[src/rtl/usb_rx_pkg.sv]
// Shared definitions for the USB receive path: timer FSM states and
// default bit-timing constants.
package usb_rx_pkg;

   typedef enum logic [1:0] {
      IDLE      = 2'd0,
      WAIT_EDGE = 2'd1,
      RUN       = 2'd2
   } rx_timer_state_t;

   localparam int USB_CLKS_PER_BIT   = 8;
   localparam int USB_SAMPLE_PHASE   = 3;
   localparam int USB_MAX_QUIET_BITS = 7;

endpackage

[src/rtl/usb_rx_timer_if.sv]
// Handshake bundle between the RX control/unstuffer side and the bit timer.
interface usb_rx_timer_if;

   logic       rcving;
   logic       d_edge;
   logic       stuff_bit;
   logic       shift_enable;
   logic       byte_received;
   logic [2:0] bit_count;
   logic       sync_err;

   modport master (
      output rcving, d_edge, stuff_bit,
      input  shift_enable, byte_received, bit_count, sync_err
   );

   modport slave (
      input  rcving, d_edge, stuff_bit,
      output shift_enable, byte_received, bit_count, sync_err
   );

endinterface

[src/rtl/rx_phase_counter.sv]
// Modulo-MAX_COUNT counter with synchronous clear and enable. The rollover
// flag marks the cycle in which an enabled count steps from the last value
// back to 0; a clear in that cycle suppresses it.
module rx_phase_counter #(
   parameter int MAX_COUNT = 8,
   parameter int WIDTH     = $clog2(MAX_COUNT)
) (
   input  logic             clk,
   input  logic             rst,
   input  logic             clear,
   input  logic             enable,
   output logic [WIDTH-1:0] count,
   output logic             rollover
);

   localparam logic [WIDTH-1:0] LAST_C = WIDTH'(MAX_COUNT - 1);

   logic [WIDTH-1:0] count_r;

   // Phase register: clear has priority over counting, wraps at LAST_C.
   always_ff @(posedge clk) begin
      if (rst) begin
         count_r <= {WIDTH{1'b0}};
      end else if (clear) begin
         count_r <= {WIDTH{1'b0}};
      end else if (enable) begin
         if (count_r == LAST_C) begin
            count_r <= {WIDTH{1'b0}};
         end else begin
            count_r <= count_r + WIDTH'(1);
         end
      end else begin
         count_r <= count_r;
      end
   end

   assign count    = count_r;
   assign rollover = enable && !clear && (count_r == LAST_C);

endmodule

[src/rtl/usb_rx_timer.sv]
// USB receive bit-timing scheduler: resynchronises a per-bit phase on every
// line transition, strobes the shift register mid-bit, skips stuffed bits,
// counts data bits into bytes and flags loss of sync on a quiet line.
module usb_rx_timer
   import usb_rx_pkg::*;
#(
   parameter int CLKS_PER_BIT   = USB_CLKS_PER_BIT,
   parameter int SAMPLE_PHASE   = USB_SAMPLE_PHASE,
   parameter int MAX_QUIET_BITS = USB_MAX_QUIET_BITS
) (
   input  logic           clk,
   input  logic           rst,
   usb_rx_timer_if.slave  rx
);

   localparam int PW = $clog2(CLKS_PER_BIT);
   localparam int QW = $clog2(MAX_QUIET_BITS + 1);

   localparam logic [PW-1:0] SAMPLE_C     = PW'(SAMPLE_PHASE);
   localparam logic [QW-1:0] QUIET_LAST_C = QW'(MAX_QUIET_BITS - 1);

   rx_timer_state_t state_r;
   logic [2:0]      bit_count_r;
   logic [QW-1:0]   quiet_cnt_r;
   logic            byte_received_r;
   logic            sync_err_r;

   logic [PW-1:0]   phase_s;
   logic            wrap_s;
   logic            run_s;
   logic            phase_clear_s;
   logic            shift_en_s;
   logic            count_bit_s;
   logic            sync_loss_s;

   assign run_s = (state_r == RUN);

   // Phase only advances in RUN; any edge, idle state or dropped window
   // pins it to 0 so the first RUN cycle always starts at phase 0.
   assign phase_clear_s = !run_s || !rx.rcving || rx.d_edge;

   rx_phase_counter #(
      .MAX_COUNT (CLKS_PER_BIT),
      .WIDTH     (PW)
   ) u_phase (
      .clk      (clk),
      .rst      (rst),
      .clear    (phase_clear_s),
      .enable   (run_s),
      .count    (phase_s),
      .rollover (wrap_s)
   );

   assign shift_en_s  = run_s && (phase_s == SAMPLE_C);
   assign count_bit_s = shift_en_s && !rx.stuff_bit;
   // The wrap that would bring quiet_cnt to MAX_QUIET_BITS is the loss point.
   assign sync_loss_s = run_s && wrap_s && (quiet_cnt_r == QUIET_LAST_C);

   // Timer FSM with bit/quiet counters and registered event pulses.
   always_ff @(posedge clk) begin
      if (rst) begin
         state_r         <= IDLE;
         bit_count_r     <= 3'd0;
         quiet_cnt_r     <= {QW{1'b0}};
         byte_received_r <= 1'b0;
         sync_err_r      <= 1'b0;
      end else if (!rx.rcving) begin
         state_r         <= IDLE;
         bit_count_r     <= 3'd0;
         quiet_cnt_r     <= {QW{1'b0}};
         byte_received_r <= 1'b0;
         sync_err_r      <= 1'b0;
      end else begin
         case (state_r)
            IDLE: begin
               state_r         <= WAIT_EDGE;
               bit_count_r     <= 3'd0;
               quiet_cnt_r     <= {QW{1'b0}};
               byte_received_r <= 1'b0;
               sync_err_r      <= 1'b0;
            end
            WAIT_EDGE: begin
               state_r         <= rx.d_edge ? RUN : WAIT_EDGE;
               bit_count_r     <= 3'd0;
               quiet_cnt_r     <= {QW{1'b0}};
               byte_received_r <= 1'b0;
               sync_err_r      <= 1'b0;
            end
            RUN: begin
               if (sync_loss_s) begin
                  state_r         <= WAIT_EDGE;
                  bit_count_r     <= 3'd0;
                  quiet_cnt_r     <= {QW{1'b0}};
                  byte_received_r <= 1'b0;
                  sync_err_r      <= 1'b1;
               end else begin
                  state_r    <= RUN;
                  sync_err_r <= 1'b0;
                  if (count_bit_s) begin
                     bit_count_r     <= bit_count_r + 3'd1;
                     byte_received_r <= (bit_count_r == 3'd7);
                  end else begin
                     bit_count_r     <= bit_count_r;
                     byte_received_r <= 1'b0;
                  end
                  if (rx.d_edge) begin
                     quiet_cnt_r <= {QW{1'b0}};
                  end else if (wrap_s) begin
                     quiet_cnt_r <= quiet_cnt_r + QW'(1);
                  end else begin
                     quiet_cnt_r <= quiet_cnt_r;
                  end
               end
            end
            default: begin
               state_r         <= IDLE;
               bit_count_r     <= 3'd0;
               quiet_cnt_r     <= {QW{1'b0}};
               byte_received_r <= 1'b0;
               sync_err_r      <= 1'b0;
            end
         endcase
      end
   end

   assign rx.shift_enable  = shift_en_s;
   assign rx.byte_received = byte_received_r;
   assign rx.bit_count     = bit_count_r;
   assign rx.sync_err      = sync_err_r;

endmodule

[src/flat_wrapper.sv]
// flat-port wrapper written by rule: the top's interface ports become plain ports
module usb_rx_timer_flat import usb_rx_pkg::*;
#(
   parameter int CLKS_PER_BIT   = USB_CLKS_PER_BIT,
   parameter int SAMPLE_PHASE   = USB_SAMPLE_PHASE,
   parameter int MAX_QUIET_BITS = USB_MAX_QUIET_BITS
)
  (clk, rst, rx_rcving, rx_d_edge, rx_stuff_bit, rx_shift_enable, rx_byte_received, rx_bit_count, rx_sync_err);
  usb_rx_timer_if rx_i ();
  input  logic clk;
  input  logic rst;
  input wire logic [$bits(rx_i.rcving)-1:0] rx_rcving;
  input wire logic [$bits(rx_i.d_edge)-1:0] rx_d_edge;
  input wire logic [$bits(rx_i.stuff_bit)-1:0] rx_stuff_bit;
  output wire logic [$bits(rx_i.shift_enable)-1:0] rx_shift_enable;
  output wire logic [$bits(rx_i.byte_received)-1:0] rx_byte_received;
  output wire logic [$bits(rx_i.bit_count)-1:0] rx_bit_count;
  output wire logic [$bits(rx_i.sync_err)-1:0] rx_sync_err;
  assign rx_i.rcving = rx_rcving;
  assign rx_i.d_edge = rx_d_edge;
  assign rx_i.stuff_bit = rx_stuff_bit;
  assign rx_shift_enable = rx_i.shift_enable;
  assign rx_byte_received = rx_i.byte_received;
  assign rx_bit_count = rx_i.bit_count;
  assign rx_sync_err = rx_i.sync_err;
  usb_rx_timer #(.CLKS_PER_BIT(CLKS_PER_BIT), .SAMPLE_PHASE(SAMPLE_PHASE), .MAX_QUIET_BITS(MAX_QUIET_BITS)) u_core (.clk(clk), .rst(rst), .rx(rx_i));
endmodule
[config.mk]
export PLATFORM = sky130hd
export DESIGN_NAME = usb_rx_timer_flat
export DESIGN_NICKNAME = d
export VERILOG_FILES = /design/src/rtl/usb_rx_pkg.sv /design/src/rtl/usb_rx_timer_if.sv /design/src/rtl/rx_phase_counter.sv /design/src/rtl/usb_rx_timer.sv /design/src/flat_wrapper.sv
export SDC_FILE = /design/constraint.sdc
export NUM_CORES = 1
export LEC_CHECK = 0
export CAP_MARGIN = 20
export CORE_MARGIN = 2
export CORE_UTILIZATION = 30
export CTS_BUF_LIST = sky130_fd_sc_hd__clkbuf_4 sky130_fd_sc_hd__clkbuf_8
export CTS_CLUSTER_SIZE = 30
export DETAILED_ROUTE_END_ITERATION = 8
export GPL_ROUTABILITY_DRIVEN = 0
export PLACE_DENSITY = 0.61
export SLEW_MARGIN = 25
export SYNTH_ARGS = -nofsm -noshare
export SYNTH_HDL_FRONTEND = slang
export SYNTH_HIERARCHICAL = 1
export SYNTH_SLANG_ARGS = --single-unit
export TNS_END_PERCENT = 10
[constraint.sdc]
create_clock -name clk -period 1.9 [get_ports clk]
set_input_delay 0.38 -clock clk [delete_from_list [all_inputs] [get_ports clk]]
set_output_delay 0.38 -clock clk [all_outputs]
set_load 0.02 [all_outputs]
==> results by group, run 1 <==
Critical path
  – Crit. End Element: output port
  – Worst path bufs/invs: 1
  – Critical Path RT: approximately 1500 ps
  – CP Max Fanout: 7
  – Crit-path slowest cell: dfxtp_1
  – Top delay family on crit path: flip-flops
  – WP data arrival: about 1400 ps
  – Critical path class: register to output port
  – Setup crit start kind: register
  – Slowest cell delay on critical path: 430 ps
  – Crit path cell chain: nand2b_4 > nor3_1 > dlygate4sd2_1

Global route
  – First-pass GRT wire length: 2152 um
  – Number of global-route vias before repair: 480
  – GRT Overall Usage: approximately 11%
  – Initial antenna violation count: 0
  – Grt ovf: 0
  – Largest net degree at the start of global routing: 11

Timing
  – Final period utilization: between 90% and 100%
  – Final Hold Viols: 0
  – Final setup fails: 0
  – Slew margin rel.: 85.98%
  – Fmax: ~580 MHz
  – Setup TNS: 0 ps
  – Slew @ Worst Pin: approximately 210 ps
  – Pins Over Slew Limit: 0
  – Minimum clock period: between 1500 and 2000 ps
  – Hold Slack: 515.6 ps
  – RSZ-0062 raised after global routing: false
  – Fin worst setup slack: ~170 ps
  – Clock skew: between 2 and 2.5 ps

Logic synthesis
  – Post-Syn Area: between 600 and 700 um^2
  – Avg Cell Area, Syn: just over 10 um^2
  – Cell variety after synth: 28
  – Seq/Total Area, Yosys: roughly 39%
  – Post-Syn Instances: 65
  – Synthesized Nets: 76
  – Yosys warns: 6
  – #FFs+latches synth: 13

Detailed routing
  – Routed length per placed instance: ~11 um
  – Residual DRC: 0
  – Pre-Repair DR Iteration Count: 5
  – Vias per inst: slightly below 5
  – Vias: 539
  – DRT antenna net count: 0
  – Total Wirelength: between 1000 and 1500 um
  – Iter 0 DRT Violations: 8

Place
  – HPWL Detailed: roughly 930 um
  – Buffers on Ports: 10
  – Place WS: approximately 45 ps

Layout
  – Share of cells above drive strength 1: between 10% and 20%
  – Leading cell types in the layout, fill and taps excluded: 13 x dfxtp_1, 9 x clkdlybuf4s50_1, 6 x nor3_1, 6 x ha_1
  – Final antenna diode count: 0
  – Layout Nets: 95
  – Commonest non-fill, non-tap cell in the layout: dfxtp_1
  – Area growth from synthesis to layout: 28.70%
  – Final Util: 40.08%

Run status
  – Status: complete, no violations

Clock network
  – Clock transition at path regs: about 80 ps
  – CTS tree: done
  – Total CTS buffers: 3
  – Clock Latency Late Sink: roughly 270 ps
  – Number of H-tree levels: 1
  – Setup bufs post-CTS: 0
  – Worst-case clock buffer depth: 2
  – Num Clock Sinks: 13
  – Root Driver: clkbuf_4

Power
  – Max IR drop VDD: 0.0003844 V
  – Overall Power: just under 0.0005 W
  – P_leak: about 0.30 nW
  – Power Density: around 560 nW/um^2

Job
  – Maxcap violations: 0

Floorplanning
  – Num rows: 17
  – Initial Util: between 30% and 40%
  – Die height: 51.46 um
  – Core region area: 2170 um^2
  – Die area: around 2600 um^2
  – Die X: between 50 and 60 um
  – Top Ports: 11

Hold path
  – HP Class: register to register
through the flow:
step | instances | cell area (um^2)
2_1_floorplan | 65 | 675.6
3_3_place_gp | 107 | 840.8
3_5_place_dp | 107 | 840.8
4_1_cts | 111 | 869.6
5_1_grt | 111 | 869.6
6_report | 111 | 869.6
synth_stat cells:
cell       instances  area share, %
nand3_1            3            2.2
and4bb_2           1            1.9
a211oi_2           1            1.9
a21oi_2            1            1.3
nand2b_4           1            2.0
ha_1               6             11
or3_1              1           0.93
nand2_1            3            1.7
o21ai_0            3            2.2
o21a_1             1            1.1
and2b_1            1            1.1
xnor2_1            1            1.3
nor2_1             3            1.7
clkinv_4           1            1.3
nand4bb_1          1            1.7
a2111oi_4          1            4.1
and3b_1            1            1.3
inv_1              1           0.56
or3b_1             1            1.3
mux2i_1            2            3.0
a21oi_1            4            3.0
nor3_1             6            4.4
dfxtp_1           13             39
nand3_4            1            2.6
nand3_2            1            1.5
nand3b_1           3            3.3
xor2_1             1            1.3
nand2b_1           2            1.9
final timing paths:
kind / start / end / slack (ps) / cells past startpoint
max: u_core/state_r[1] / rx_shift_enable / 170 / 3
min reg2reg: u_core/rx.bit_count[2] / u_core/rx.bit_count[2] / 520 / 2
max reg2reg: u_core/state_r[0] / u_core/quiet_cnt_r[1] / 220 / 7
min: u_core/rx.bit_count[2] / u_core/rx.bit_count[2] / 520 / 2
layer usage:
metal  part of all wire, %  vias to the layer above  GRT usage [%]  wire length [um]
met3                   4.0                        2          4.386                49
li1                      -                      274              -                 -
met5                     0                        -              0                 0
met4                  0.74                        0          5.263                 9
met1                    50                      253          13.62               607
met2                    45                       10          16.88               551
cell families after synthesis:
group | share of synthesized area (%)
compound gates | 13.52
simple gates | 29.44
xor+xnor | 2.593
mux | 2.963
flops | 38.52
fa+ha+maj | 11.11
buf+inv | 1.852
power by group:
group / internal [W] / switching, W
clock network: 0.0000956 / 0.0000884
logic: 0.0000169 / 0.0000121
registers: 0.000274 / 0.00000192
registers in the layout (all words and copies together) (netlist names):
signal,count
u_core/rx.sync_err,1
u_core/u_phase/count,3
u_core/quiet_cnt_r,3
u_core/rx.bit_count,3
u_core/rx.byte_received,1
u_core/state_r,2
cell type report:
type,instances,area [um^2]
multi-input combinational,50,402.9
clock buffer,4,30.03
inverter,2,12.51
fill,223,1300
tap,28,35.03
sequential,13,260.3
timing repair buffer,14,128.9
what timing repair did:
item / 4_1_cts / 5_1_grt
endpoints found under the setup margin: 1 / 0
endpoints found under the hold margin: 0 / 0
resized for setup: 1 / 0
hold buffers: 0 / 0
worst min-delay path: stages (launching register included):
cell	delay [ps]
dfxtp_1	330
o21ai_0	80
a21oi_1	70
No activity file was read; power rests on OpenSTA's default activity.
==> inputs of run 2 (changes only) <==
Settings changed: PLACE_DENSITY 0.61 to 0.63.
Clock period 1.9 ns to 1.4 ns, I/O delays scaled along.
==> run 2 against run 1 <==
Net effect:
- core utilization grew 9.1 points
- largest cell class unchanged
- first-iteration DRC count up 13%
- worst setup slack got worse by 290 ps
- total power is 38% higher
- highest routed layer unchanged
- count of clock-buffer cells in the layout unchanged
- register-to-register slack lost 340 ps
- the run now ends with setup timing left
- global-route usage rose by 0.79 points
- clock power is 35% higher
- sequential share of layout area shrank 4.8 points
- sequential power rose by 35%
- non-clock buffer count rose by 20
==> results by group, run 2 (synthesis results as in run 1) <==
Clock network
  – Total CTS buffers: 3
  – Clock transition at path regs: about 80 ps
  – CTS tree: done
  – Number of H-tree levels: 1
  – Hold buffers post-CTS: 0
  – Root Driver: clkbuf_4
  – Worst-case clock buffer depth: 2
  – Num Clock Sinks: 13
  – Clock Latency Late Sink: 270 ps

Critical path
  – Crit path depth: 7
  – Reg2reg path depth: 8
  – R2r endpoint: u_core/state_r[0]
  – Worst R2R Setup Slack: -120 ps
  – Critical Path RT: between 1500 and 2000 ps
  – Setup crit start kind: primary input
  – WP data arrival: roughly 1700 ps
  – Top delay family on crit path: buffers and inverters
  – Crit path cell chain: clkdlybuf4s50_1 > nand3b_1 > and3b_2 > nand3_4 > buf_4 > a21oi_2 > o21a_1
  – Critical path class: primary input to register
  – Worst path bufs/invs: 2
  – Critical register-to-register path startpoint: u_core/state_r[0]
  – Slowest cell delay on critical path: roughly 510 ps
  – Crit. End Element: register
  – Crit-path slowest cell: clkdlybuf4s50_1
  – CP Max Fanout: 4
  – CP startpoint: rx_rcving
  – Critical Path End: u_core/state_r[0]

Detailed routing
  – Vias per inst: 4.771
  – DRT antenna net count: 0
  – Iter 0 DRT Violations: 9
  – Pre-Repair DR Iteration Count: 4
  – Total Wirelength: 1493 um
  – Residual DRC: 0
  – Vias: around 630
  – Routed length per placed instance: about 11 um

Power
  – P_leak: between 0.4 and 0.5 nW
  – Overall Power: 0.0006735 W
  – Max IR drop VDD: roughly 0.00046 V
  – Power Density: roughly 630 nW/um^2

Place
  – DP Area: between 900 and 1000 um^2
  – HPWL Detailed: between 1000 and 1500 um
  – Buffers on Ports: 10
  – Placed cells: ~120

Floorplanning
  – Num rows: 17
  – Core region area: 2170 um^2
  – Die height: between 50 and 60 um
  – Die X: a little over 50 um
  – Initial Util: 31.14%
  – Die area: about 2600 um^2
  – Top Ports: 11

Global route
  – First-pass GRT wire length: about 2300 um
  – Largest net degree at the start of global routing: 9
  – GRT Overall Usage: 11.90%
  – Initial antenna violation count: 0
  – Number of global-route vias before repair: ~530
  – Grt ovf: 0

Timing
  – Slew margin rel.: between 80 and 90%
  – Pins Over Slew Limit: 0
  – RSZ-0062 raised after global routing: true
  – Fin worst setup slack: -119.5 ps
  – Minimum clock period: 1520 ps
  – Fmax: 658.1 MHz
  – Final setup fails: 9
  – Final Hold Viols: 0
  – Clock skew: 2.017 ps
  – Slew @ Worst Pin: 243.0 ps
  – Final period utilization: 108.5%

Layout
  – Layout Nets: roughly 120
  – Fin area: 1067 um^2
  – Commonest non-fill, non-tap cell in the layout: buf_4
  – Leading cell types in the layout, fill and taps excluded: 25 x buf_4, 9 x dfxtp_1, 5 x dlygate4sd2_1
  – Final antenna diode count: 0
  – Reg area: ~270 um^2
  – Fillers: 220
  – Layout Cells excl Fill: 131
  – Share of cells above drive strength 1: between 40% and 50%
  – Area growth from synthesis to layout: 57.96%
  – Multi-input gate area: about 450 um^2

Job
  – Maxcap violations: 0

Run status
  – Failing checks: setup timing
  – Status: finished, violations left

Hold path
  – HP Class: register to register
## run 2: changes by cell type in the layout (fill, tap and decap cells not counted), sizes merged
cell and delta:
buf +21, clkdlybuf4s50 -5, dlygate4sd2 +4
## run 2: repair_timing
action,4_1_cts,5_1_grt
setup endpoints to repair,14,12
gates resized for setup,12,9
setup buffers,0,8
pin swaps,1,3
## run 2: final cells by class
type | count | share of cell area (%)
Inverter | 2 | 1.172
Sequential cell | 13 | 25.09
Tap cell | 28 | 3.283
Timing Repair Buffer | 34 | 25.44
Clock buffer | 4 | 2.814
Multi-Input combinational cell | 50 | 42.20
## run 2: where the power goes
| group | internal, W | switching [W] |
|---|---|---|
| sequential | 0.000370 | 0.00000142 |
| clock | 0.000130 | 0.000119 |
| combinational | 0.0000318 | 0.0000216 |
## run 2: worst reg2reg max path, cell delays in order (launching register included)
cell	delay, ps
dfxtp_2	320
nand2b_4	160
clkinv_4	50
nand3b_1	80
and3b_2	300
nand3_4	110
buf_4	170
a21oi_2	130
o21a_1	140
## run 2: through the flow
stage | utilization, % | TNS [ps] | setup WS [ps] | hold slack [ps]
floorplan | - | -277.2 | -81.80 | 344.6
global placement | 43.43 | -2221 | -255.4 | 489.1
detailed placement | 43.43 | -2408 | -280.9 | 504.0
CTS | 44.58 | -248.4 | -95.26 | 513.6
global route | 49.19 | -963.7 | -174.4 | 529.7
finish | 49.19 | -399.1 | -119.5 | 496.8
## run 2: worst min-delay path by stage
stage,start,endpoint,slack [ps],cells after the start
global route,u_core/rx.bit_count[2],u_core/rx.bit_count[2],530,2
floorplan,rst,u_core/u_phase/count[0],340,1
finish,u_core/rx.bit_count[1],u_core/rx.bit_count[1],500,2
CTS,u_core/rx.bit_count[1],u_core/rx.bit_count[1],510,2
global placement,u_core/rx.bit_count[2],u_core/rx.bit_count[2],490,2
detailed placement,u_core/rx.bit_count[1],u_core/rx.bit_count[1],500,2
## run 2: metal layers
| metal | track usage [%] | part of all wire (%) |
|---|---|---|
| met1 | 15.38 | 43 |
| met3 | 2.632 | 3.8 |
| met2 | 18.16 | 52 |
| met4 | 6.579 | 0.60 |
| met5 | 0 | 0 |
==> inputs of run 3 (changes only) <==
Settings changed: SETUP_SLACK_MARGIN set to 0.05.
==> run 3 against run 2 <==
Net effect:
- the run still ends with setup timing left
- sequential power barely moved
- non-clock buffer count fell by 8
- final cell count fell by 6.1%
- clock power barely moved
- sequential cell count did not move
- core utilization fell by 4.0 points
- cell area fell by 8.2%
- die area did not move
- clock skew fell by 1.2 ps
- fmax rose by 5.0%
- critical path type is now register to register
- largest power group unchanged
==> results by group, run 3 (synthesis results as in run 1) <==
Run status
  – Status: finished, violations left
  – Failing checks: setup timing

Detailed routing
  – Pre-Repair DR Iteration Count: 4
  – Residual DRC: 0
  – Vias: roughly 570
  – Routed length per placed instance: 11.15 um
  – Total Wirelength: roughly 1400 um
  – Iter 0 DRT Violations: 10
  – Vias per inst: 4.667
  – DRT antenna net count: 0

Layout
  – Fillers: 234
  – Area growth from synthesis to layout: 45.00%
  – Fin area: slightly below 1000 um^2
  – Layout Nets: roughly 110
  – Share of cells above drive strength 1: about two fifths
  – Reg area: between 200 and 300 um^2
  – Final antenna diode count: 0
  – Commonest non-fill, non-tap cell in the layout: buf_4
  – Leading cell types in the layout, fill and taps excluded: 17 x buf_4, 9 x dfxtp_1, 5 x dlygate4sd2_1, 5 x nor3_1
  – Multi-input gate area: between 400 and 500 um^2

Power
  – Switching Share: between 20% and 30%
  – Max IR drop VDD: around 0.00043 V
  – Clock power frac: between 30% and 40%
  – Power Density: approximately 690 nW/um^2
  – Flop pwr share: 55.6%
  – P_leak: between 0.3 and 0.4 nW
  – Net Sw Power: approximately 0.00014 W
  – Cell Int Power: 0.0005325 W
  – Combinational power share: 7.7%

Hold path
  – Hold depth: 2
  – HP Class: register to register
  – Critical hold path startpoint: u_core/rx.bit_count[1]
  – Hold path endpoint: u_core/rx.bit_count[1]

Critical path
  – Worst R2R Setup Slack: -50 ps
  – Critical Path RT: between 1500 and 2000 ps
  – CP Max Fanout: 5
  – Critical path class: register to register
  – WP data arrival: 1620 ps
  – Reg2reg path depth: 5
  – Setup crit start kind: register
  – Critical register-to-register path startpoint: u_core/u_phase/count[0]
  – Crit. End Element: register
  – R2r endpoint: u_core/quiet_cnt_r[1]
  – CP startpoint: u_core/u_phase/count[0]

Floorplanning
  – Die X: just over 50 um
  – Top Ports: 11
  – Die height: 51.46 um
  – Die area: 2648 um^2
  – Num rows: 17
  – Core region area: 2170 um^2
  – Initial Util: a little under a third

Clock network
  – Clock transition at path regs: 80 ps
  – Worst-case clock buffer depth: 2
  – Hold buffers post-CTS: 0
  – Setup bufs post-CTS: 0
  – Total CTS buffers: 3
  – Num Clock Sinks: 13
  – Number of H-tree levels: 1
  – Clock Latency Late Sink: 270 ps
  – Root Driver: clkbuf_4
  – CTS tree: done

Global route
  – First-pass GRT wire length: roughly 2300 um
  – Initial antenna violation count: 0
  – GRT Overall Usage: between 10% and 20%
  – Grt ovf: 0
  – Largest net degree at the start of global routing: 9
  – Number of global-route vias before repair: 529

Timing
  – Setup TNS: -57.33 ps
  – Final Hold Viols: 0
  – Pins Over Slew Limit: 0
  – Final setup fails: 2
  – RSZ-0062 raised after global routing: true
  – Clock skew: around 0.80 ps
  – Fmax: between 600 and 700 MHz
  – Slew margin rel.: between 80% and 90%
  – Fin worst setup slack: -46.57 ps
  – Slew @ Worst Pin: approximately 240 ps
  – Minimum clock period: ~1400 ps
  – Final period utilization: 103.3%

Place
  – DP Area: roughly 940 um^2
  – HPWL Detailed: between 1000 and 1500 um
  – Buffers on Ports: 10

Job
  – Maxcap violations: 0
-- run 3: cell types whose count changed in the layout (fill, tap and decap cells not counted) --
cell / previous run / this run
nor3_2: 2 / 1
buf_4: 25 / 17
dfxtp_4: 1 / 0
ha_4: 2 / 0
ha_2: 0 / 2
dfxtp_2: 3 / 4
nor3_1: 4 / 5
-- run 3: power groups by stage --
| stage | sequential [W] | combinational, W | clock (W) |
|---|---|---|---|
| after floorplan | 0.000383 | 0.0000164 | 0 |
| after global placement | 0.000382 | 0.0000493 | 0 |
| after detailed placement | 0.000382 | 0.0000503 | 0 |
| after CTS | 0.000373 | 0.0000506 | 0.000261 |
| after global routing | 0.000374 | 0.0000554 | 0.000271 |
| final | 0.000373 | 0.0000517 | 0.000247 |
-- run 3: through the flow --
| stage | hold WS [ps] | cells | util [%] | power [W] | setup slack, ps |
|---|---|---|---|---|---|
| after CTS | 513.6 | 123 | 44.87 | 0.0006852 | -73.92 |
| after detailed placement | 504.0 | 119 | 43.43 | 0.0004326 | -280.9 |
| after global placement | 489.1 | 119 | 43.43 | 0.0004316 | -255.4 |
| after floorplan | 344.6 | 65 | - | 0.0003993 | -81.80 |
| after global routing | 534.8 | 123 | 45.16 | 0.0007006 | -125.7 |
| final | 501.2 | 123 | 45.16 | 0.0006717 | -46.57 |
-- run 3: worst max-delay path: stages, from the launching register on --
cell       delay, ps
dfxtp_2          340
ha_2             180
ha_2             170
and3b_2          240
buf_4            150
a2111oi_4        270
-- run 3: metal layers --
layer  up-vias  routed length [um]  share of wire [%]  track usage, %
met3         2                  43                3.1           2.632
met1       269                 620                 45           15.38
met5         -                   0                  0               0
met2         7                 696                 51           18.16
met4         0                  12               0.87           6.579
li1        296                   -                  -               -
-- run 3: final cells by class --
class | count | share of cell area (%)
Clock buffer | 4 | 3.065
Inverter | 2 | 1.277
Timing Repair Buffer | 26 | 21.58
Sequential cell | 13 | 27.08
Multi-Input combinational cell | 50 | 43.42
Tap cell | 28 | 3.576
-- run 3: worst max path at each step --
stage,to,slack [ps]
2_1_floorplan,u_core/quiet_cnt_r[1],-80
3_3_place_gp,u_core/state_r[0],-260
3_5_place_dp,u_core/quiet_cnt_r[1],-280
4_1_cts,u_core/quiet_cnt_r[1],-70
5_1_grt,u_core/state_r[0],-130
6_report,u_core/quiet_cnt_r[1],-50
-- run 3: what timing repair did --
action                     CTS  global route
resized for setup           15             2
pin swaps                    3             2
setup endpoints to repair   17            12
